### config.mk
export PLATFORM = sky130hd
export DESIGN_NAME = seq_det_ctrl
export DESIGN_NICKNAME = d
export VERILOG_FILES = /design/src/rtl/seq_det_pkg.sv /design/src/rtl/seq_det_window.sv /design/src/rtl/seq_det_ctrl.sv
export SDC_FILE = /design/constraint.sdc
export NUM_CORES = 1
export LEC_CHECK = 0
export CAP_MARGIN = 0
export CORE_MARGIN = 10
export CORE_UTILIZATION = 45
export CTS_BUF_LIST = sky130_fd_sc_hd__clkbuf_4 sky130_fd_sc_hd__clkbuf_8
export DETAILED_ROUTE_END_ITERATION = 8
export HOLD_SLACK_MARGIN = 0.15
export PLACE_DENSITY = 0.72
export SETUP_SLACK_MARGIN = 0.4
export SLEW_MARGIN = 20
export SYNTH_ARGS = -nofsm -noshare
export SYNTH_HDL_FRONTEND = slang
export SYNTH_SLANG_ARGS = --single-unit
### constraint.sdc
create_clock -name clk -period 2.95 [get_ports clk]
set_input_delay 0.295 -clock clk [delete_from_list [all_inputs] [get_ports clk]]
set_output_delay 0.295 -clock clk [all_outputs]
set_load 0.03 [all_outputs]
### src/rtl/seq_det_pkg.sv
// seq_det_pkg: shared FSM state encodings for the pattern detector
package seq_det_pkg;
  localparam int ST_W = 2;
  typedef enum logic [ST_W-1:0] {
    IDLE  = 2'd0,
    ARMED = 2'd1,
    RUN   = 2'd2,
    DONE  = 2'd3
  } state_t;
endpackage

### src/rtl/seq_det_window.sv
// seq_det_window: serial shift window, saturating fill counter and masked comparator
module seq_det_window
  import seq_det_pkg::*;
#(
  parameter int PAT_W = 8,
  parameter int LEN_W = 4
) (
  input  logic             clk,
  input  logic             rst,
  input  logic             shift_en,
  input  logic             clear,
  input  logic             bit_in,
  input  logic [PAT_W-1:0] pattern,
  input  logic [LEN_W-1:0] len,
  output logic             hit
);
  logic [PAT_W-1:0] win_q, win_d, mask;
  logic [LEN_W-1:0] fill_q, fill_d;
  // next window/fill, and a hit judged on the post-shift contents
  always_comb begin
    win_d = clear ? '0 : shift_en ? {win_q[PAT_W-2:0], bit_in} : win_q;
    fill_d = clear ? '0 : (shift_en && fill_q < len) ? fill_q + 1'b1 : fill_q;
    mask = '0;
    for (int i = 0; i < PAT_W; i++) mask[i] = i < int'(len);
    hit = shift_en && !clear && fill_d == len && ((win_d ^ pattern) & mask) == '0;
  end
  // window and fill registers
  always_ff @(posedge clk) begin
    if (rst) begin
      win_q  <= '0;
      fill_q <= '0;
    end else begin
      win_q  <= win_d;
      fill_q <= fill_d;
    end
  end
endmodule

### src/rtl/seq_det_ctrl.sv
// seq_det_ctrl: configurable serial pattern-detection controller
module seq_det_ctrl
  import seq_det_pkg::*;
#(
  parameter int PAT_W = 8,
  parameter int LEN_W = 4,
  parameter int CNT_W = 8
) (
  input  logic             clk,
  input  logic             rst,
  input  logic             cfg_valid,
  output logic             cfg_ready,
  input  logic [PAT_W-1:0] cfg_pattern,
  input  logic [LEN_W-1:0] cfg_len,
  input  logic [CNT_W-1:0] cfg_target,
  output logic             cfg_err,
  input  logic             start,
  input  logic             abort,
  input  logic             bit_valid,
  input  logic             bit_in,
  output logic             bit_ready,
  output logic             match,
  output logic [CNT_W-1:0] match_cnt,
  output logic             busy,
  output logic             done,
  output logic [ST_W-1:0]  state
);
  state_t           state_q;
  logic [PAT_W-1:0] pat_q;
  logic [LEN_W-1:0] len_q;
  logic [CNT_W-1:0] tgt_q, cnt_q, cnt_d;
  logic             err_q, match_q;
  logic             cfg_ok, cfg_take, kill, go, shift_en, hit;
  assign cfg_ready = state_q != RUN;
  assign bit_ready = state_q == RUN;
  assign busy      = state_q == RUN;
  assign done      = state_q == DONE;
  assign state     = state_q;
  assign cfg_err   = err_q;
  assign match     = match_q;
  assign match_cnt = cnt_q;
  assign cfg_ok    = cfg_len != '0 && int'(cfg_len) <= PAT_W;
  assign cfg_take  = cfg_valid && cfg_ready;
  assign kill      = abort && (state_q == RUN || state_q == DONE);
  assign go        = start && !cfg_take && !kill && (state_q == ARMED || state_q == DONE);
  assign shift_en  = state_q == RUN && bit_valid && !abort;
  assign cnt_d     = &cnt_q ? cnt_q : cnt_q + 1'b1;

  seq_det_window #(.PAT_W(PAT_W), .LEN_W(LEN_W)) u_win (
    .clk      (clk),
    .rst      (rst),
    .shift_en (shift_en),
    .clear    (go),
    .bit_in   (bit_in),
    .pattern  (pat_q),
    .len      (len_q),
    .hit      (hit)
  );

  // FSM with config latch, match counter and registered pulses; abort beats cfg beats start
  always_ff @(posedge clk) begin
    if (rst) begin
      state_q <= IDLE;
      pat_q   <= '0;
      len_q   <= '0;
      tgt_q   <= '0;
      cnt_q   <= '0;
      err_q   <= 1'b0;
      match_q <= 1'b0;
    end else begin
      err_q   <= !kill && cfg_take && !cfg_ok;
      match_q <= hit;
      if (kill) state_q <= IDLE;
      else if (cfg_take) begin
        if (cfg_ok) begin
          pat_q   <= cfg_pattern;
          len_q   <= cfg_len;
          tgt_q   <= cfg_target;
          state_q <= ARMED;
        end
      end else if (go) begin
        cnt_q   <= '0;
        state_q <= RUN;
      end else if (hit) begin
        cnt_q <= cnt_d;
        if (tgt_q != '0 && cnt_d == tgt_q) state_q <= DONE;
      end
    end
  end
endmodule

==> reports/results.tsv, run 1 <==
stage	metric	value	unit
sta	hold_violations	0	
cells_and_area	multi_input_area	1740	um^2
drt	via_per_inst	5.87	
worst_setup_path	cpPeakStageDelay	0.51	ns
logic_synthesis	synth-edff-count	0	
cells_and_area	fin_cells	465	
drt	antenna_left	0	
drt	wl	8210	um
cts	clkLatencyLatePin	0.31	ns
floorplan	coreArea	5570	um^2
pwr	ir_drop	229	uV
cts	cts_sinks	44	
placed_design	io_buffers	42	
worst_setup_path	worstReg2RegStart	len_q[2]$_SDFFE_PP0P_	
logic_synthesis	yosysWarnings	0	
sta	grt_setup_unrepaired	true	
worst_setup_path	reg2reg_to	match_cnt[5]$_SDFFE_PP0P_	
logic_synthesis	postSynthAreaPerCell	8.57	um^2
sta	period_needed	2.80	ns
floorplan	initial_core_util	0.469	
global_route	grt_use_total	0.176	
pwr	p_leak	1.40	nW
cts	cts_buffers	5	
global_route	grt_antenna_before_repair	0	
global_route	first_global_vias	2581	
drt	firstDrtPassIters	5	
cells_and_area	layout_commonest_cell	buf_4	
pwr	comb_power_share	0.181	
logic_synthesis	syn_area	2610	um^2
cells_and_area	final_util	0.669	
cells_and_area	fillCellCount	450	
sta	worst_pin_slew	0.549	ns
floorplan	die_h	96.2	um
sta	period_share	0.951	
cts	cts_buffer_depth	2	
worst_setup_path	crit_fanout	5	
drt	vias	2730	
pwr	p_switching	0.000375	W
worst_setup_path	worstSetupPathType	reg2reg	
drt	wl_per_cell	17.7	um
logic_synthesis	synth_seq_cells	44	
worst_setup_path	regToRegSetupSlack	0.15	ns
cells_and_area	finalNetCount	424	
sta	max_freq	357	MHz
placed_design	dp.cells	431	
drt	drc_errors	0	
floorplan	die-area	9260	um^2
worst_setup_path	start_kind	flip-flop	
pwr	switching_share	0.294	
worst_setup_path	slowest_stage	or4_1	
worst_hold_path	hp-class	reg2reg	
sta	slew_violations	0	
logic_synthesis	syn_inst	305	
logic_synthesis	synthArstFlopShare	0	
global_route	grt_pass1_wl	13000	um
worst_setup_path	critPathCapture	match_cnt[5]$_SDFFE_PP0P_	
floorplan	die_w	96.2	um
cells_and_area	ff_latch_area	890	um^2
worst_setup_path	path_cells	inv_4 > ha_4 > a21o_1 > o21bai_4 > a211oi_4 > mux2i_2 > and4b_2 > o2111ai_4 > or4_1 > a21oi_1	
placed_design	place.gp.congestion	0.954	
cts	root_buffer	clkbuf_8	
sta	finalSetupTns	0	ns
sta	skew	0.00738	ns
cells_and_area	area_growth	42.7	%
sta	max_slew_margin	0.624	
sta	setup_viol	0	
logic_synthesis	ys_seq_area_frac	0.337	
cts	clk_pin_slew	0.10	ns
global_route	grt.overflow.total	0	
placed_design	hpwl	5590	um
worst_setup_path	end_kind	flip-flop	
run_status	status	complete, no violations	
drt	drtIter0Drc	276	
pwr	clkPwrFrac	0.326	
worst_setup_path	cp.depth	10	
worst_setup_path	startpoint	len_q[2]$_SDFFE_PP0P_	
worst_setup_path	arrival	3.05	ns
logic_synthesis	synth.distinct_cells	57	
floorplan	num_rows	27	
logic_synthesis	syn-num-nets	337	
logic_synthesis	ys.flop_type	dfxtp_1	
worst_setup_path	reg2regPathDepth	10	
sta	hold_slack	0.496	ns
floorplan	ioPinCount	43	
cells_and_area	layout-drive-gt1-share	0.260	
worst_setup_path	path_buf_inv	1	
worst_setup_path	path_delay_family	compound AO/OA/AOI/OAI gates	
global_route	grt_max_degree	27	
pwr	power_frac_seq	0.493	
cts	cts_max_level	2	
cells_and_area	antenna_cells	0	
worst_setup_path	cp_data_required_time	3.20	ns
pwr	finalPower	0.00128	W
pwr	power_density	342	nW/um^2
pwr	p_int	0.000901	W
cts	cts_tree	done	
cells_and_area	layout_common_cells	48 x buf_4, 42 x clkdlybuf4s50_1, 39 x nor2_1	
run	drv_cap	0	
how the worst min path moves through the flow:
stage | from | to | slack [ns] | cells after the start
finish | u_win.win_q[2]$_SDFF_PP0_ | u_win.win_q[2]$_SDFF_PP0_ | 0.50 | 2
global route | u_win.win_q[2]$_SDFF_PP0_ | u_win.win_q[2]$_SDFF_PP0_ | 0.52 | 2
CTS | u_win.win_q[2]$_SDFF_PP0_ | u_win.win_q[2]$_SDFF_PP0_ | 0.47 | 2
detailed placement | u_win.win_q[2]$_SDFF_PP0_ | u_win.win_q[2]$_SDFF_PP0_ | 0.46 | 2
global placement | u_win.win_q[2]$_SDFF_PP0_ | u_win.win_q[2]$_SDFF_PP0_ | 0.44 | 2
floorplan | cfg_valid | state[1]$_SDFFE_PP0P_ | 0.39 | 1
through the flow:
| stage | instance area (um^2) | setup slack, ns |
|---|---|---|
| 2_1_floorplan | 2680 | 0.294 |
| 3_3_place_gp | 3300 | -0.0406 |
| 3_5_place_dp | 3300 | -0.108 |
| 4_1_cts | 3560 | 0.259 |
| 5_1_grt | 3730 | 0.0131 |
| 6_report | 3730 | 0.146 |
per-layer routing:
| layer | up-vias | global-route usage | wire length (um) | part of all wire |
|---|---|---|---|---|
| met5 | - | 0 | 0 | 0 |
| met4 | 0 | 0.0651 | 218 | 0.027 |
| met3 | 26 | 0.0467 | 531 | 0.065 |
| met2 | 109 | 0.289 | 3950 | 0.48 |
| met1 | 1308 | 0.216 | 3520 | 0.43 |
| li1 | 1287 | - | - | - |
power groups by stage:
stage | logic [W] | registers [W] | clock network (W)
floorplan | 0.000123 | 0.000640 | 0
global placement | 0.000201 | 0.000642 | 0
detailed placement | 0.000204 | 0.000642 | 0
CTS | 0.000214 | 0.000629 | 0.000420
global route | 0.000248 | 0.000632 | 0.000452
finish | 0.000231 | 0.000629 | 0.000416
logic make-up (layout without fill, tap and decap cells):
kind of cell	after synthesis	in the layout	share of synthesized area
simple gates	110	110	0.213
compound gates	68	69	0.200
flops	44	44	0.337
buf+inv	31	118	0.0541
mux	30	30	0.115
xor+xnor	17	17	0.0570
fa+ha+maj	5	5	0.0239
worst min-delay path: cells and delay by family, from the launching register on:
family / cells / cell delay (ns)
compound gates: 1 / 0.06
flops: 1 / 0.33
simple gates: 1 / 0.06
registers in the layout (all words and copies together), names as in the netlist:
name,count
match,1
len_q,4
tgt_q,8
match_cnt,8
state,2
u_win.fill_q,4
pat_q,8
u_win.win_q,8
cfg_err,1
timing repair:
item                       in CTS  in global routing
cloned                          1                  0
hold buffers                    0                  0
pin swaps                      12                 14
buffers inserted               14                 11
gates resized for setup        17                 19
setup endpoints to repair      10                 10
cell usage after synthesis (8+ instances only):
| cell type | number | share of area |
|---|---|---|
| dfxtp_1 | 44 | 0.34 |
| nor2_1 | 40 | 0.057 |
| mux2i_1 | 30 | 0.11 |
| a21oi_1 | 19 | 0.036 |
| xnor2_1 | 15 | 0.050 |
| nand2_1 | 14 | 0.020 |
| inv_1 | 13 | 0.019 |
| nand3_1 | 12 | 0.023 |
| o21ai_0 | 12 | 0.023 |
| and3_1 | 9 | 0.022 |
| clkbuf_1 | 8 | 0.011 |
| nor3_1 | 8 | 0.015 |
area by class of cell:
type,instances,area share
Multi-Input combinational cell,231,0.468
Sequential cell,44,0.239
Timing Repair Buffer,97,0.230
Tap cell,72,0.0242
Clock buffer,5,0.0185
Inverter,13,0.0138
Clock inverter,3,0.00704
No activity file was read; power rests on OpenSTA's default activity.
==> run 2: changes to the inputs <==
ABC_AREA = 1   (was unset)
CORE_MARGIN = unset   (was 10)
==> reports/results.tsv, run 2 <==
stage	metric	value	unit
run_status	status	complete, no violations	
drt	firstDrtPassIters	5	
placed_design	place.gp.congestion	0.865	
floorplan	ioPinCount	43	
drt	wl	6260	um
global_route	grt_antenna_before_repair	0	
floorplan	num_rows	27	
logic_synthesis	synth.most_common_cell	nand2_1	
pwr	p_int	0.000956	W
logic_synthesis	synthTopCellsByCount	114 x nand2_1, 47 x nor2_1, 46 x inv_1	
run	drv_cap	0	
cells_and_area	finalNetCount	486	
pwr	p_leak	1.49	nW
worst_setup_path	crit_fanout	8	
cells_and_area	layout-drive-gt1-share	0.104	
drt	drtIter0Drc	173	
logic_synthesis	synth.distinct_cells	31	
global_route	grt-busiest-layer	met2	
logic_synthesis	synth_seq_cells	44	
sta	max_slew_margin	0.603	
sta	finalSetupTns	0	ns
placed_design	dpl_cell_area	3190	um^2
cells_and_area	layout_commonest_cell	nand2_1	
worst_setup_path	worstSetupPathType	reg2reg	
sta	skew	0.00846	ns
worst_setup_path	arrival	2.54	ns
pwr	power_frac_seq	0.476	
worst_setup_path	end_kind	flip-flop	
sta	hold_slack	0.478	ns
cells_and_area	fillCellCount	537	
cts	cts_sinks	44	
logic_synthesis	syn_inst	412	
pwr	switching_share	0.323	
logic_synthesis	ys.flop_type	dfxtp_1	
global_route	grt_max_degree	29	
logic_synthesis	netlist.area_leader.share	0.327	
logic_synthesis	synth-edff-count	0	
logic_synthesis	postSynthAreaPerCell	6.54	um^2
pwr	clkPwrFrac	0.256	
sta	setup_viol	0	
cts	postCtsHoldBufs	0	
logic_synthesis	synth_top_cell_by_area	dfxtp_1	
cts	root_buffer	clkbuf_8	
pwr	power_density	432	nW/um^2
cts	clkLatencyLatePin	0.29	ns
logic_synthesis	synthTopCellsByArea	dfxtp_1 33%, nand2_1 16%, nand3_1 8.2%	
global_route	grt_util_met3	0.0389	
pwr	ir_drop	350	uV
logic_synthesis	yosysWarnings	0	
cells_and_area	antenna_cells	0	
cells_and_area	fin_area	3270	um^2
floorplan	die_h	79.4	um
global_route	grt.overflow.total	0	
cells_and_area	layout_common_cells	113 x nand2_1, 46 x inv_1, 46 x nor2_1	
sta	max_freq	434	MHz
drt	vias	2627	
worst_setup_path	regToRegSetupSlack	0.64	ns
drt	antenna_left	0	
logic_synthesis	syn_area	2700	um^2
logic_synthesis	synthArstFlopShare	0	
pwr	p_switching	0.000457	W
pwr	comb_power_share	0.267	
sta	slew_violations	0	
global_route	grt_util_met1	0.299	
sta	hold_violations	0	
cells_and_area	final_util	0.580	
floorplan	die-area	6310	um^2
floorplan	initial_core_util	0.478	
drt	drc_errors	0	
global_route	grt_pass1_wl	10900	um
drt	via_per_inst	4.99	
cells_and_area	area_growth	21.4	%
sta	period_share	0.782	
drt	wl_per_cell	11.9	um
worst_hold_path	hp-class	reg2reg	
placed_design	io_buffers	42	
placed_design	hpwl	4740	um
cts	cts_setup_buffers	0	
floorplan	die_w	79.4	um
global_route	grt.met2_usage	0.354	
worst_setup_path	cp_data_required_time	3.18	ns
logic_synthesis	syn-num-nets	444	
cts	ctsResizeCount	0	
worst_setup_path	start_kind	flip-flop	
cts	cts_buffer_depth	2	
sta	period_needed	2.31	ns
global_route	grt_use_total	0.219	
sta	worst_pin_slew	0.596	ns
sta	grt_setup_unrepaired	false	
global_route	first_global_vias	2450	
cts	cts_tree	done	
logic_synthesis	ys_seq_area_frac	0.327	
cts	clk_pin_slew	0.08	ns
cts	cts_buffers	5	
cts	cts_max_level	2	
floorplan	coreArea	5640	um^2
==> run 2: changes by cell type in the layout (fill, tap and decap cells not counted), moves of 15 or more <==
| cell | previous run | this run |
|---|---|---|
| nand3_1 | 11 | 44 |
| buf_4 | 48 | 2 |
| inv_1 | 11 | 46 |
| mux2i_1 | 24 | 0 |
| nand2_1 | 14 | 113 |
| o21ai_0 | 11 | 26 |
==> run 2: layer usage <==
layer  share of wire  vias up
met1            0.48     1155
met2            0.45       69
met5               0        -
met4           0.010        0
li1                -     1394
met3           0.063        9
==> run 2: area by class of cell <==
type,instances,area (um^2),share of cell area
tap,72,90.1,0.0275
clock inverter,1,5.00,0.00153
clock buffer,6,76.3,0.0233
inverter,51,194,0.0593
multi-input combinational,307,1570,0.480
timing repair buffer,45,455,0.139
sequential,44,882,0.269
==> run 2: path summary, 6_finish.rpt <==
check,start,end,cells past startpoint
worst min register to register,pat_q[7]$_SDFFE_PP0P_,pat_q[7]$_SDFFE_PP0P_,2
worst max-delay path,len_q[3]$_SDFFE_PP0P_,match_cnt[0]$_SDFFE_PP0P_,17
worst max register to register,len_q[3]$_SDFFE_PP0P_,match_cnt[0]$_SDFFE_PP0P_,17
worst min-delay path,pat_q[7]$_SDFFE_PP0P_,pat_q[7]$_SDFFE_PP0P_,2
==> run 2: per-stage QoR <==
| step | total power, W | setup WS [ns] | instances |
|---|---|---|---|
| 2_1_floorplan | 0.000937 | 0.706 | 412 |
| 3_3_place_gp | 0.00106 | 0.431 | 519 |
| 3_5_place_dp | 0.00106 | 0.416 | 519 |
| 4_1_cts | 0.00143 | 0.528 | 526 |
| 5_1_grt | 0.00150 | 0.417 | 526 |
| 6_report | 0.00141 | 0.644 | 526 |
==> run 2: cells by family after synthesis <==
kind of cell / Yosys count / synth area share
AND/OR/NAND/NOR: 242 / 0.435
flip-flops: 44 / 0.327
AO/OA/AOI/OAI: 53 / 0.0993
buffers and inverters: 61 / 0.0928
adder cells (fa/ha/maj): 5 / 0.0232
XOR/XNOR: 7 / 0.0227
==> run 2: critical path, cell delays in order, from the launching register on <==
cell and delay (ns):
dfxtp_2 0.36, inv_1 0.11, ha_1 0.33, nand2_1 0.08
nand2_1 0.12, nor2_8 0.17, nand2_4 0.08, nand2_2 0.07
nand2_2 0.06, nand2_2 0.06, nand2_1 0.07, nand2_2 0.10
nand4_4 0.13, nor2_8 0.19, inv_4 0.08, nand2_8 0.08
nor2_1 0.06, nor2_1 0.09
==> run 2: power by group through the flow <==
stage | Clock, W | Sequential, W | Combinational, W
floorplan | 0 | 0.000700 | 0.000237
global placement | 0 | 0.000685 | 0.000373
detailed placement | 0 | 0.000685 | 0.000377
CTS | 0.000377 | 0.000672 | 0.000379
global route | 0.000400 | 0.000678 | 0.000422
finish | 0.000362 | 0.000673 | 0.000378
==> run 3: changes to the inputs <==
PLACE_DENSITY = 0.69   (was 0.72)
clock period = 2.4 ns   (was 2.95 ns; I/O delays follow)
==> reports/results.tsv, run 3 (same netlist as run 2, synthesis figures left out) <==
stage	metric	value	unit
sta	slew_violations	0	
worst_setup_path	worstSetupPathType	reg2reg	
drt	drtIter0Drc	198	
sta	max_slew_margin	0.740	
drt	wl	7540	um
cts	cts_max_level	2	
worst_setup_path	reg2regPathDepth	18	
sta	period_needed	2.02	ns
floorplan	initial_core_util	0.478	
worst_setup_path	cpPeakStageDelay	0.37	ns
cells_and_area	layout_commonest_cell	nand2_1	
drt	firstDrtPassIters	5	
worst_setup_path	worstReg2RegStart	len_q[2]$_SDFFE_PP0P_	
run_status	status	complete, no violations	
cells_and_area	layout_common_cells	90 x nand2_1, 43 x inv_1, 41 x nor2_1	
worst_setup_path	path_delay_family	simple AND/OR/NAND/NOR gates	
global_route	grt_pass1_wl	12200	um
pwr	clkPwrFrac	0.269	
worst_hold_path	hold_path_startpoint	pat_q[4]$_SDFFE_PP0P_	
pwr	switching_share	0.338	
sta	setup_viol	0	
floorplan	ioPinCount	43	
cells_and_area	final_util	0.680	
global_route	grt_use_total	0.249	
cells_and_area	fillCellCount	488	
worst_setup_path	critPathMostFrequentCell	nand2_2	
cells_and_area	fin_area	3840	um^2
cells_and_area	fin_cells	567	
sta	max_freq	496	MHz
cells_and_area	antenna_cells	0	
cts	cts_buffers	5	
floorplan	die_w	79.4	um
worst_setup_path	slowest_stage	dfxtp_2	
sta	grt_setup_unrepaired	true	
worst_setup_path	start_kind	flip-flop	
worst_setup_path	crit_fanout	6	
floorplan	num_rows	27	
worst_setup_path	reg2reg_to	state[1]$_SDFFE_PP0P_	
pwr	p_int	0.00127	W
worst_hold_path	whs_path_depth	2	
sta	period_share	0.841	
cells_and_area	area_growth	42.3	%
placed_design	dp.cells	530	
pwr	power_frac_seq	0.428	
cells_and_area	ff_latch_area	903	um^2
global_route	grt_antenna_before_repair	0	
drt	via_per_inst	5.15	
drt	drc_errors	0	
cts	clk_pin_slew	0.09	ns
cts	cts_buffer_depth	2	
sta	skew	0.0115	ns
drt	vias	2921	
cells_and_area	layout-drive-gt1-share	0.285	
cells_and_area	multi_input_area	1790	um^2
floorplan	coreArea	5640	um^2
cts	cts_tree	done	
floorplan	die_h	79.4	um
floorplan	die-area	6310	um^2
placed_design	io_buffers	42	
worst_setup_path	regToRegSetupSlack	0.38	ns
worst_setup_path	arrival	2.22	ns
cts	cts_sinks	44	
global_route	grt_max_degree	29	
worst_hold_path	hold_path_end	pat_q[4]$_SDFFE_PP0P_	
placed_design	hpwl	4940	um
cts	root_buffer	clkbuf_8	
global_route	grt.overflow.total	0	
sta	hold_slack	0.493	ns
drt	wl_per_cell	13.3	um
pwr	ir_drop	335	uV
global_route	first_global_vias	2669	
run	drv_cap	0	
placed_design	place.gp.congestion	0.847	
cts	clkLatencyLatePin	0.31	ns
pwr	p_leak	1.76	nW
drt	antenna_left	0	
pwr	p_switching	0.000647	W
cells_and_area	finalNetCount	526	
pwr	comb_power_share	0.303	
sta	hold_violations	0	
placed_design	dpl_cell_area	3280	um^2
sta	worst_pin_slew	0.388	ns
worst_hold_path	hp-class	reg2reg	
worst_setup_path	path_buf_inv	2	
worst_setup_path	end_kind	flip-flop	
pwr	power_density	499	nW/um^2
worst_setup_path	cp_data_required_time	2.60	ns
worst_setup_path	path_cells	inv_4 > ha_1 > nand2_1 > inv_1 > nand2_2 > nand2_4 > nand2_2 > nand2_2 > nand2_2 > nand2_2 > nand2_4 > nand2_2 > nor2_2 > nand3_2 > nand2_2 > nand2_2 > nand2_2 > a21oi_1	
==> run 3: tightest hold or removal path, delay by kind of cell (launching register included) <==
family | cells | cell delay (ns)
AO/OA/AOI/OAI | 1 | 0.06
buffers and inverters | 1 | 0.07
flip-flops | 1 | 0.32
==> run 3: cell type report <==
class,instances,area share
sequential,44,0.235
inverter,51,0.0518
clock buffer,7,0.0235
tap,72,0.0235
multi-input combinational,310,0.466
timing repair buffer,82,0.198
clock inverter,1,0.00196
==> run 3: layer usage <==
| layer | share of wire | GRT usage | wire length, um | vias to the layer above |
|---|---|---|---|---|
| met5 | 0 | 0 | 0 | - |
| met2 | 0.48 | 0.412 | 3580 | 101 |
| met3 | 0.054 | 0.0514 | 405 | 14 |
| li1 | - | - | - | 1479 |
| met1 | 0.46 | 0.319 | 3440 | 1327 |
| met4 | 0.014 | 0.0873 | 105 | 0 |
==> run 3: power groups by stage <==
| stage | clock network, W | registers (W) | logic (W) |
|---|---|---|---|
| 2_1_floorplan | 0 | 0.000861 | 0.000293 |
| 3_3_place_gp | 0 | 0.000835 | 0.000486 |
| 3_5_place_dp | 0 | 0.000835 | 0.000489 |
| 4_1_cts | 0.000521 | 0.000816 | 0.000544 |
| 5_1_grt | 0.000552 | 0.000826 | 0.000635 |
| 6_report | 0.000516 | 0.000819 | 0.000579 |
==> run 3: worst max-delay path by stage <==
| stage | start | endpoint | slack [ns] | cells after the start |
|---|---|---|---|---|
| after floorplan | state[1]$_SDFFE_PP0P_ | match_cnt[4]$_SDFFE_PP0P_ | 0.34 | 15 |
| after global placement | bit_valid | match_cnt[6]$_SDFFE_PP0P_ | -0.003 | 15 |
| after detailed placement | bit_valid | match_cnt[6]$_SDFFE_PP0P_ | -0.009 | 15 |
| after CTS | match_cnt[0]$_SDFFE_PP0P_ | state[1]$_SDFFE_PP0P_ | 0.40 | 15 |
| after global routing | state[1]$_SDFFE_PP0P_ | state[1]$_SDFFE_PP0P_ | 0.22 | 17 |
| final | len_q[2]$_SDFFE_PP0P_ | state[1]$_SDFFE_PP0P_ | 0.38 | 18 |
==> run 3: repair_timing <==
| action | CTS | global route |
|---|---|---|
| hold endpoints to repair | 0 | 0 |
| hold buffers | 0 | 0 |
| gates cloned | 3 | 0 |
| resized for setup | 34 | 34 |
| endpoints found under the setup margin | 11 | 13 |
| pin swaps | 17 | 30 |
| buffers inserted | 20 | 6 |
==> run 3: through the flow <==
| stage | setup TNS, ns | setup slack [ns] | total power [W] |
|---|---|---|---|
| CTS | 0 | 0.405 | 0.00188 |
| detailed placement | -0.00905 | -0.00905 | 0.00132 |
| global placement | -0.00274 | -0.00274 | 0.00132 |
| global route | 0 | 0.222 | 0.00201 |
| floorplan | 0 | 0.342 | 0.00115 |
| finish | 0 | 0.382 | 0.00191 |
